## config.mk

```make
export PLATFORM = sky130hd
export DESIGN_NAME = hazard_ctrl_flat
export DESIGN_NICKNAME = d
export VERILOG_FILES = /design/src/rtl/hazard_ctrl_if.sv /design/src/rtl/hazard_ctrl.sv /design/src/flat_wrapper.sv
export SDC_FILE = /design/constraint.sdc
export NUM_CORES = 1
export LEC_CHECK = 0
export BUFFER_PORTS_ARGS = -buffer_cell sky130_fd_sc_hd__clkbuf_2
export CAP_MARGIN = 20
export CORE_ASPECT_RATIO = 1.1
export CORE_UTILIZATION = 60
export DETAILED_ROUTE_END_ITERATION = 12
export PLACE_DENSITY = 0.91
export SLEW_MARGIN = 25
export SYNTH_ARGS = -nofsm -noshare
export SYNTH_HDL_FRONTEND = slang
export SYNTH_SLANG_ARGS = --single-unit
```

## constraint.sdc

```tcl
create_clock -name clk -period 5.55 [get_ports clk]
set_input_delay 0.555 -clock clk [delete_from_list [all_inputs] [get_ports clk]]
set_output_delay 0.555 -clock clk [all_outputs]
set_load 0.02 [all_outputs]
```

## src/rtl/hazard_ctrl_if.sv

```systemverilog
// hazard_ctrl_if: decode-stage operands, hazard inputs and pipeline control outputs of the hazard controller
interface hazard_ctrl_if #(
    parameter int CNT_W = 32
);
    logic [4:0]       D_rs1_index;
    logic [4:0]       D_rs2_index;
    logic             D_rs1_used;
    logic             D_rs2_used;
    logic [4:0]       D_rd_index;
    logic             D_reg_we;
    logic             D_is_load;
    logic             E_jb;
    logic             mem_busy;
    logic             stall_F;
    logic             stall_D;
    logic             flush_D;
    logic             bubble_E;
    logic             freeze;
    logic [1:0]       E_rs1_fwd_sel;
    logic [1:0]       E_rs2_fwd_sel;
    logic [CNT_W-1:0] stall_cnt;
    logic [CNT_W-1:0] flush_cnt;
    logic [CNT_W-1:0] freeze_cnt;

    modport slave (
        input  D_rs1_index, D_rs2_index, D_rs1_used, D_rs2_used,
               D_rd_index, D_reg_we, D_is_load, E_jb, mem_busy,
        output stall_F, stall_D, flush_D, bubble_E, freeze,
               E_rs1_fwd_sel, E_rs2_fwd_sel, stall_cnt, flush_cnt, freeze_cnt
    );

    modport master (
        output D_rs1_index, D_rs2_index, D_rs1_used, D_rs2_used,
               D_rd_index, D_reg_we, D_is_load, E_jb, mem_busy,
        input  stall_F, stall_D, flush_D, bubble_E, freeze,
               E_rs1_fwd_sel, E_rs2_fwd_sel, stall_cnt, flush_cnt, freeze_cnt
    );
endinterface

```

## src/rtl/hazard_ctrl.sv

```systemverilog
// hazard_ctrl: load-use stall, jump/branch flush, memory freeze and E-stage forwarding for a 5-stage RV32I pipe
module hazard_ctrl #(
    parameter int CNT_W = 32
) (
    input logic       clk,
    input logic       rst,
    hazard_ctrl_if.slave bus
);
    typedef enum logic {RUN, FRZ} state_t;

    state_t           state_q, state_d;
    logic [4:0]       e_rs1_q, e_rs1_d, e_rs2_q, e_rs2_d, e_rd_q, e_rd_d;
    logic             e_we_q, e_we_d, e_load_q, e_load_d;
    logic [4:0]       m_rd_q, m_rd_d, w_rd_q, w_rd_d;
    logic             m_we_q, m_we_d, m_load_q, m_load_d, w_we_q, w_we_d;
    logic [CNT_W-1:0] stall_cnt_q, stall_cnt_d, flush_cnt_q, flush_cnt_d, freeze_cnt_q, freeze_cnt_d;
    logic             frz, jb, lu_haz, lu, bubble;
    logic [1:0]       fwd1, fwd2;

    // Freeze FSM next state plus prioritised hazard decisions (freeze > jb > load-use)
    always_comb begin
        state_d = state_q;
        case (state_q)
            RUN:     state_d = bus.mem_busy ? FRZ : RUN;
            FRZ:     state_d = bus.mem_busy ? FRZ : RUN;
            default: state_d = RUN;
        endcase
        frz    = state_d == FRZ;
        lu_haz = e_load_q && e_we_q && e_rd_q != 5'd0 &&
                 ((bus.D_rs1_used && bus.D_rs1_index == e_rd_q) ||
                  (bus.D_rs2_used && bus.D_rs2_index == e_rd_q));
        jb     = !frz && bus.E_jb;
        lu     = !frz && !jb && lu_haz;
        bubble = jb || lu;
    end

    // Forwarding selects for E operands; a load in M has no result yet, so only W can supply it
    always_comb begin
        fwd1 = (m_we_q && m_rd_q != 5'd0 && m_rd_q == e_rs1_q && !m_load_q) ? 2'b01 :
               (w_we_q && w_rd_q != 5'd0 && w_rd_q == e_rs1_q) ? 2'b10 : 2'b00;
        fwd2 = (m_we_q && m_rd_q != 5'd0 && m_rd_q == e_rs2_q && !m_load_q) ? 2'b01 :
               (w_we_q && w_rd_q != 5'd0 && w_rd_q == e_rs2_q) ? 2'b10 : 2'b00;
    end

    // Drive outputs; reset forces every output low, counters included
    always_comb begin
        bus.freeze        = !rst && frz;
        bus.stall_F       = !rst && (frz || lu);
        bus.stall_D       = !rst && (frz || lu);
        bus.flush_D       = !rst && jb;
        bus.bubble_E      = !rst && bubble;
        bus.E_rs1_fwd_sel = rst ? 2'b00 : fwd1;
        bus.E_rs2_fwd_sel = rst ? 2'b00 : fwd2;
        bus.stall_cnt     = rst ? '0 : stall_cnt_q;
        bus.flush_cnt     = rst ? '0 : flush_cnt_q;
        bus.freeze_cnt    = rst ? '0 : freeze_cnt_q;
    end

    // Scoreboard advance D->E->M->W unless frozen; x0 is never recorded as a writer
    always_comb begin
        e_rs1_d  = e_rs1_q;
        e_rs2_d  = e_rs2_q;
        e_rd_d   = e_rd_q;
        e_we_d   = e_we_q;
        e_load_d = e_load_q;
        m_rd_d   = m_rd_q;
        m_we_d   = m_we_q;
        m_load_d = m_load_q;
        w_rd_d   = w_rd_q;
        w_we_d   = w_we_q;
        if (!frz) begin
            e_rs1_d  = bubble ? 5'd0 : bus.D_rs1_index;
            e_rs2_d  = bubble ? 5'd0 : bus.D_rs2_index;
            e_rd_d   = bubble ? 5'd0 : bus.D_rd_index;
            e_we_d   = !bubble && bus.D_reg_we && bus.D_rd_index != 5'd0;
            e_load_d = !bubble && bus.D_is_load;
            m_rd_d   = e_rd_q;
            m_we_d   = e_we_q;
            m_load_d = e_load_q;
            w_rd_d   = m_rd_q;
            w_we_d   = m_we_q;
        end
    end

    // Saturating event counters
    always_comb begin
        stall_cnt_d  = (lu && stall_cnt_q != '1) ? stall_cnt_q + CNT_W'(1) : stall_cnt_q;
        flush_cnt_d  = (jb && flush_cnt_q != '1) ? flush_cnt_q + CNT_W'(1) : flush_cnt_q;
        freeze_cnt_d = (frz && freeze_cnt_q != '1) ? freeze_cnt_q + CNT_W'(1) : freeze_cnt_q;
    end

    // State registers with synchronous reset
    always_ff @(posedge clk) begin
        if (rst) begin
            state_q      <= RUN;
            e_rs1_q      <= '0;
            e_rs2_q      <= '0;
            e_rd_q       <= '0;
            e_we_q       <= 1'b0;
            e_load_q     <= 1'b0;
            m_rd_q       <= '0;
            m_we_q       <= 1'b0;
            m_load_q     <= 1'b0;
            w_rd_q       <= '0;
            w_we_q       <= 1'b0;
            stall_cnt_q  <= '0;
            flush_cnt_q  <= '0;
            freeze_cnt_q <= '0;
        end else begin
            state_q      <= state_d;
            e_rs1_q      <= e_rs1_d;
            e_rs2_q      <= e_rs2_d;
            e_rd_q       <= e_rd_d;
            e_we_q       <= e_we_d;
            e_load_q     <= e_load_d;
            m_rd_q       <= m_rd_d;
            m_we_q       <= m_we_d;
            m_load_q     <= m_load_d;
            w_rd_q       <= w_rd_d;
            w_we_q       <= w_we_d;
            stall_cnt_q  <= stall_cnt_d;
            flush_cnt_q  <= flush_cnt_d;
            freeze_cnt_q <= freeze_cnt_d;
        end
    end
endmodule

```

## src/flat_wrapper.sv

```systemverilog
// flat-port wrapper written by rule: the top's interface ports become plain ports
module hazard_ctrl_flat 
#(
    parameter int CNT_W = 32
)
  (clk, rst, bus_D_rs1_index, bus_D_rs2_index, bus_D_rs1_used, bus_D_rs2_used, bus_D_rd_index, bus_D_reg_we, bus_D_is_load, bus_E_jb, bus_mem_busy, bus_stall_F, bus_stall_D, bus_flush_D, bus_bubble_E, bus_freeze, bus_E_rs1_fwd_sel, bus_E_rs2_fwd_sel, bus_stall_cnt, bus_flush_cnt, bus_freeze_cnt);
  hazard_ctrl_if #(.CNT_W(CNT_W)) bus_i ();
  input logic clk;
  input logic rst;
  input wire logic [$bits(bus_i.D_rs1_index)-1:0] bus_D_rs1_index;
  input wire logic [$bits(bus_i.D_rs2_index)-1:0] bus_D_rs2_index;
  input wire logic [$bits(bus_i.D_rs1_used)-1:0] bus_D_rs1_used;
  input wire logic [$bits(bus_i.D_rs2_used)-1:0] bus_D_rs2_used;
  input wire logic [$bits(bus_i.D_rd_index)-1:0] bus_D_rd_index;
  input wire logic [$bits(bus_i.D_reg_we)-1:0] bus_D_reg_we;
  input wire logic [$bits(bus_i.D_is_load)-1:0] bus_D_is_load;
  input wire logic [$bits(bus_i.E_jb)-1:0] bus_E_jb;
  input wire logic [$bits(bus_i.mem_busy)-1:0] bus_mem_busy;
  output wire logic [$bits(bus_i.stall_F)-1:0] bus_stall_F;
  output wire logic [$bits(bus_i.stall_D)-1:0] bus_stall_D;
  output wire logic [$bits(bus_i.flush_D)-1:0] bus_flush_D;
  output wire logic [$bits(bus_i.bubble_E)-1:0] bus_bubble_E;
  output wire logic [$bits(bus_i.freeze)-1:0] bus_freeze;
  output wire logic [$bits(bus_i.E_rs1_fwd_sel)-1:0] bus_E_rs1_fwd_sel;
  output wire logic [$bits(bus_i.E_rs2_fwd_sel)-1:0] bus_E_rs2_fwd_sel;
  output wire logic [$bits(bus_i.stall_cnt)-1:0] bus_stall_cnt;
  output wire logic [$bits(bus_i.flush_cnt)-1:0] bus_flush_cnt;
  output wire logic [$bits(bus_i.freeze_cnt)-1:0] bus_freeze_cnt;
  assign bus_i.D_rs1_index = bus_D_rs1_index;
  assign bus_i.D_rs2_index = bus_D_rs2_index;
  assign bus_i.D_rs1_used = bus_D_rs1_used;
  assign bus_i.D_rs2_used = bus_D_rs2_used;
  assign bus_i.D_rd_index = bus_D_rd_index;
  assign bus_i.D_reg_we = bus_D_reg_we;
  assign bus_i.D_is_load = bus_D_is_load;
  assign bus_i.E_jb = bus_E_jb;
  assign bus_i.mem_busy = bus_mem_busy;
  assign bus_stall_F = bus_i.stall_F;
  assign bus_stall_D = bus_i.stall_D;
  assign bus_flush_D = bus_i.flush_D;
  assign bus_bubble_E = bus_i.bubble_E;
  assign bus_freeze = bus_i.freeze;
  assign bus_E_rs1_fwd_sel = bus_i.E_rs1_fwd_sel;
  assign bus_E_rs2_fwd_sel = bus_i.E_rs2_fwd_sel;
  assign bus_stall_cnt = bus_i.stall_cnt;
  assign bus_flush_cnt = bus_i.flush_cnt;
  assign bus_freeze_cnt = bus_i.freeze_cnt;
  hazard_ctrl #(.CNT_W(CNT_W)) u_core (.clk(clk), .rst(rst), .bus(bus_i));
endmodule
```

==> results.json <==
{
  "outcome": "finished clean",
  "slowest_stage": "nand2_2",
  "vias_per_cell": 5.71,
  "dpl.hpwl_um": 9830,
  "fin_crit_sh_pct": 57.2,
  "period_minus_slack_ps": 3180,
  "pre_cts_ws_ps": 2360,
  "htree_levels": 4,
  "grt_first_pass_wirelength_um": 24300,
  "nFillCells": 797,
  "post_cts_resized": 0,
  "area_delta_synth_final_pct": 19.3,
  "fin_nets": 922,
  "cts_tree": "done",
  "layout_common_cells": "clkbuf_2, dfxtp_1, nor2_1",
  "syn_inst": 784,
  "grt_usage_pct": 26.5,
  "finalInstanceArea_sq_um": 7940,
  "crit_buf_inv": 2,
  "synthFlopType": "dfxtp_1",
  "synth-xor-area-share_pct": 11.1,
  "fp-row-count": 39,
  "cts_buffers": 17,
  "dp.cells": 1020,
  "grt_max_degree": 150,
  "grt_overflow_total": 0,
  "slew_headroom_pct": 33.7,
  "dpl_cell_area_sq_um": 7340,
  "synthesis.area_sq_um": 6650,
  "clock_skew_ps": 6.53,
  "insertion_delay_ps": 420,
  "maxCapViolCount": 0,
  "tightest_slew_ps": 994,
  "dieHeight_um": 112,
  "critical_path_class": "in -> out",
  "drc_errors": 0,
  "cp.arrival_ps": 2620,
  "crit_required_ps": 4990,
  "clockRootBuffer": "clkbuf_16",
  "fmax_ghz": 0.315,
  "timing.critical_path.mode_cell": "clkbuf_2",
  "avgRoutedWirePerCell_um": 14.0,
  "rsz0062_at_grt": "false",
  "postCtsHoldBufs": 0,
  "slowest_delay_ps": 470,
  "hp-class": "in -> reg",
  "synth_top_family_by_area": "simple AND/OR/NAND/NOR gates",
  "core_area_sq_um": 10600,
  "crit_path_end_kind": "output port",
  "synth_compound_area_share_pct": 7.15,
  "yosysWarnings": 0,
  "crit_chain": "clkbuf_2, nand2b_1, nor4b_4, nand2_2, a21oi_1, clkbuf_2",
  "dieWidth_um": 102,
  "start_kind": "input pin",
  "regArea_sq_um": 2520,
  "antenna_left": 0,
  "io_buffers": 127,
  "synth-seq-cells": 126,
  "synth_edf_count": 0,
  "drt_iter0_drc": 217,
  "top_usage_layer": "met2",
  "cts_setup_buffers": 0,
  "pwr_density_cell_nw_per_um2": 267,
  "multiInputGateArea_sq_um": 3950,
  "synth-async-reset-ratio_pct": 0,
  "drt_pass1_iterations": 5,
  "start_util_pct": 62.8,
  "dieArea_sq_um": 11500,
  "setup_violations": 0,
  "final-max-slew-violation-count": 0,
  "antenna_found_initial": 0,
  "critPathTopFamily": "simple AND/OR/NAND/NOR gates",
  "clkTransAtPathRegs_ps": 60,
  "first_global_vias": 5328,
  "drive_gt1_share_pct": 21.1,
  "crit_fanout": 43,
  "ios": 128,
  "muxShareOfSynthArea_pct": 4.85,
  "leakagePower_nw": 3.21,
  "grt_use_met1_pct": 33.3,
  "clock_path_buffers": 2,
  "antennaDiodeCount": 0,
  "final_cells": 1052,
  "grt.met3_usage_pct": 6.29,
  "holdWs_ps": 357,
  "vdd_drop_max_v": 0.000180,
  "yosysSeqAreaShare_pct": 37.9,
  "hold_violations": 0,
  "num_vias": 6002,
  "synth_cell_types": 53,
  "gp_congestion": 0.850,
  "syn_nets": 810,
  "synth_fa_ha_area_share_pct": 0.564,
  "syn_avg_cell_area_sq_um": 8.49,
  "synthSimpleGateAreaFrac_pct": 35.8,
  "use_met2_pct": 43.8,
  "setup_ws_ps": 2370,
  "routed_wl_um": 14700,
  "fin_tns_setup_ps": 0,
  "clock-sinks": 126
}
[cell type report]
class / instances / share of cell area (%)
timing repair buffer: 129 / 8.28
tap: 143 / 2.25
clock buffer: 19 / 5.71
sequential: 126 / 31.8
clock inverter: 13 / 1.77
multi-input combinational: 614 / 49.8
inverter: 8 / 0.378
[metal layers]
| metal | part of all wire (%) | vias up |
|---|---|---|
| met5 | 0 | - |
| li1 | - | 2963 |
| met2 | 49 | 176 |
| met1 | 45 | 2840 |
| met3 | 4.6 | 23 |
| met4 | 1.4 | 0 |
[final timing paths]
| path | slack, ps | from | cells after the start | endpoint |
|---|---|---|---|---|
| max reg2reg | 2740 | u_core.stall_cnt_q[3]$_SDFFE_PP0P_ | 6 | u_core.stall_cnt_q[31]$_SDFFE_PP0P_ |
| max | 2370 | bus_mem_busy | 6 | bus_bubble_E |
| min reg2reg | 480 | u_core.m_we_q$_SDFFE_PP0N_ | 2 | u_core.m_we_q$_SDFFE_PP0N_ |
| min | 360 | bus_D_rd_index[1] | 2 | u_core.e_rd_q[1]$_SDFFE_PP0N_ |
[worst register-to-register path: stages (launching register included)]
cell and delay (ps):
dfxtp_1 460, nand4_4 200, nor4_2 530, nand2_1 230
nor2_1 730, or4b_1 220, mux2_1 310
[metrics by stage]
stage | power [mW] | utilization (%)
finish | 2.12 | 74.9
global route | 2.18 | 74.9
CTS | 2.13 | 74.9
detailed placement | 1.03 | 69.3
global placement | 1.03 | 69.3
floorplan | 1.01 | -
[logic make-up (layout without fill, tap and decap cells)]
logic type	Yosys count	after routing
buffers and inverters	44	169
AOI/OAI and AO/OA	69	69
and+or+nand+nor	428	428
muxes	30	30
xor gates and xnor gates	84	84
adders and majority gates	3	3
DFF	126	126
[synth_stat cells, types with 2 or more instances]
cell | number | share of area, %
nor3_1 | 25 | 1.9
nor2b_1 | 96 | 9.0
and4_1 | 10 | 1.3
nor4_1 | 7 | 0.66
nand2b_1 | 4 | 0.38
and2_1 | 8 | 0.75
mux2_2 | 17 | 2.9
ha_1 | 3 | 0.56
buf_1 | 3 | 0.17
nor4_2 | 3 | 0.56
mux2i_1 | 12 | 1.8
buf_4 | 2 | 0.23
dfxtp_1 | 126 | 38
nand3_1 | 31 | 2.3
buf_2 | 3 | 0.23
clkbuf_1 | 28 | 1.6
nor4_4 | 2 | 0.64
nor3b_1 | 3 | 0.34
o21ai_0 | 19 | 1.4
or3_1 | 9 | 0.85
xor2_1 | 43 | 5.7
a211oi_1 | 3 | 0.34
a31oi_1 | 7 | 0.66
nand2_1 | 48 | 2.7
or4_1 | 13 | 1.5
nor2_1 | 104 | 5.9
nor4b_1 | 2 | 0.26
and3_1 | 12 | 1.1
xnor2_1 | 41 | 5.4
inv_1 | 8 | 0.45
nand4_1 | 41 | 3.9
a22o_1 | 16 | 2.1
a21oi_1 | 15 | 1.1
[power breakdown]
part,switching (mW),internal [mW]
Clock,0.421,0.684
Sequential,0.0116,0.914
Combinational,0.0549,0.0331
Total,0.487,1.63
[registers in the layout, indices dropped and copies added (netlist names), 5 cells and up]
name	flops
u_core.e_rd_q	5
u_core.e_rs1_q	5
u_core.e_rs2_q	5
u_core.flush_cnt_q	32
u_core.freeze_cnt_q	32
u_core.m_rd_q	5
u_core.stall_cnt_q	32
u_core.w_rd_q	5
Power figures use the tool's default switching activity.
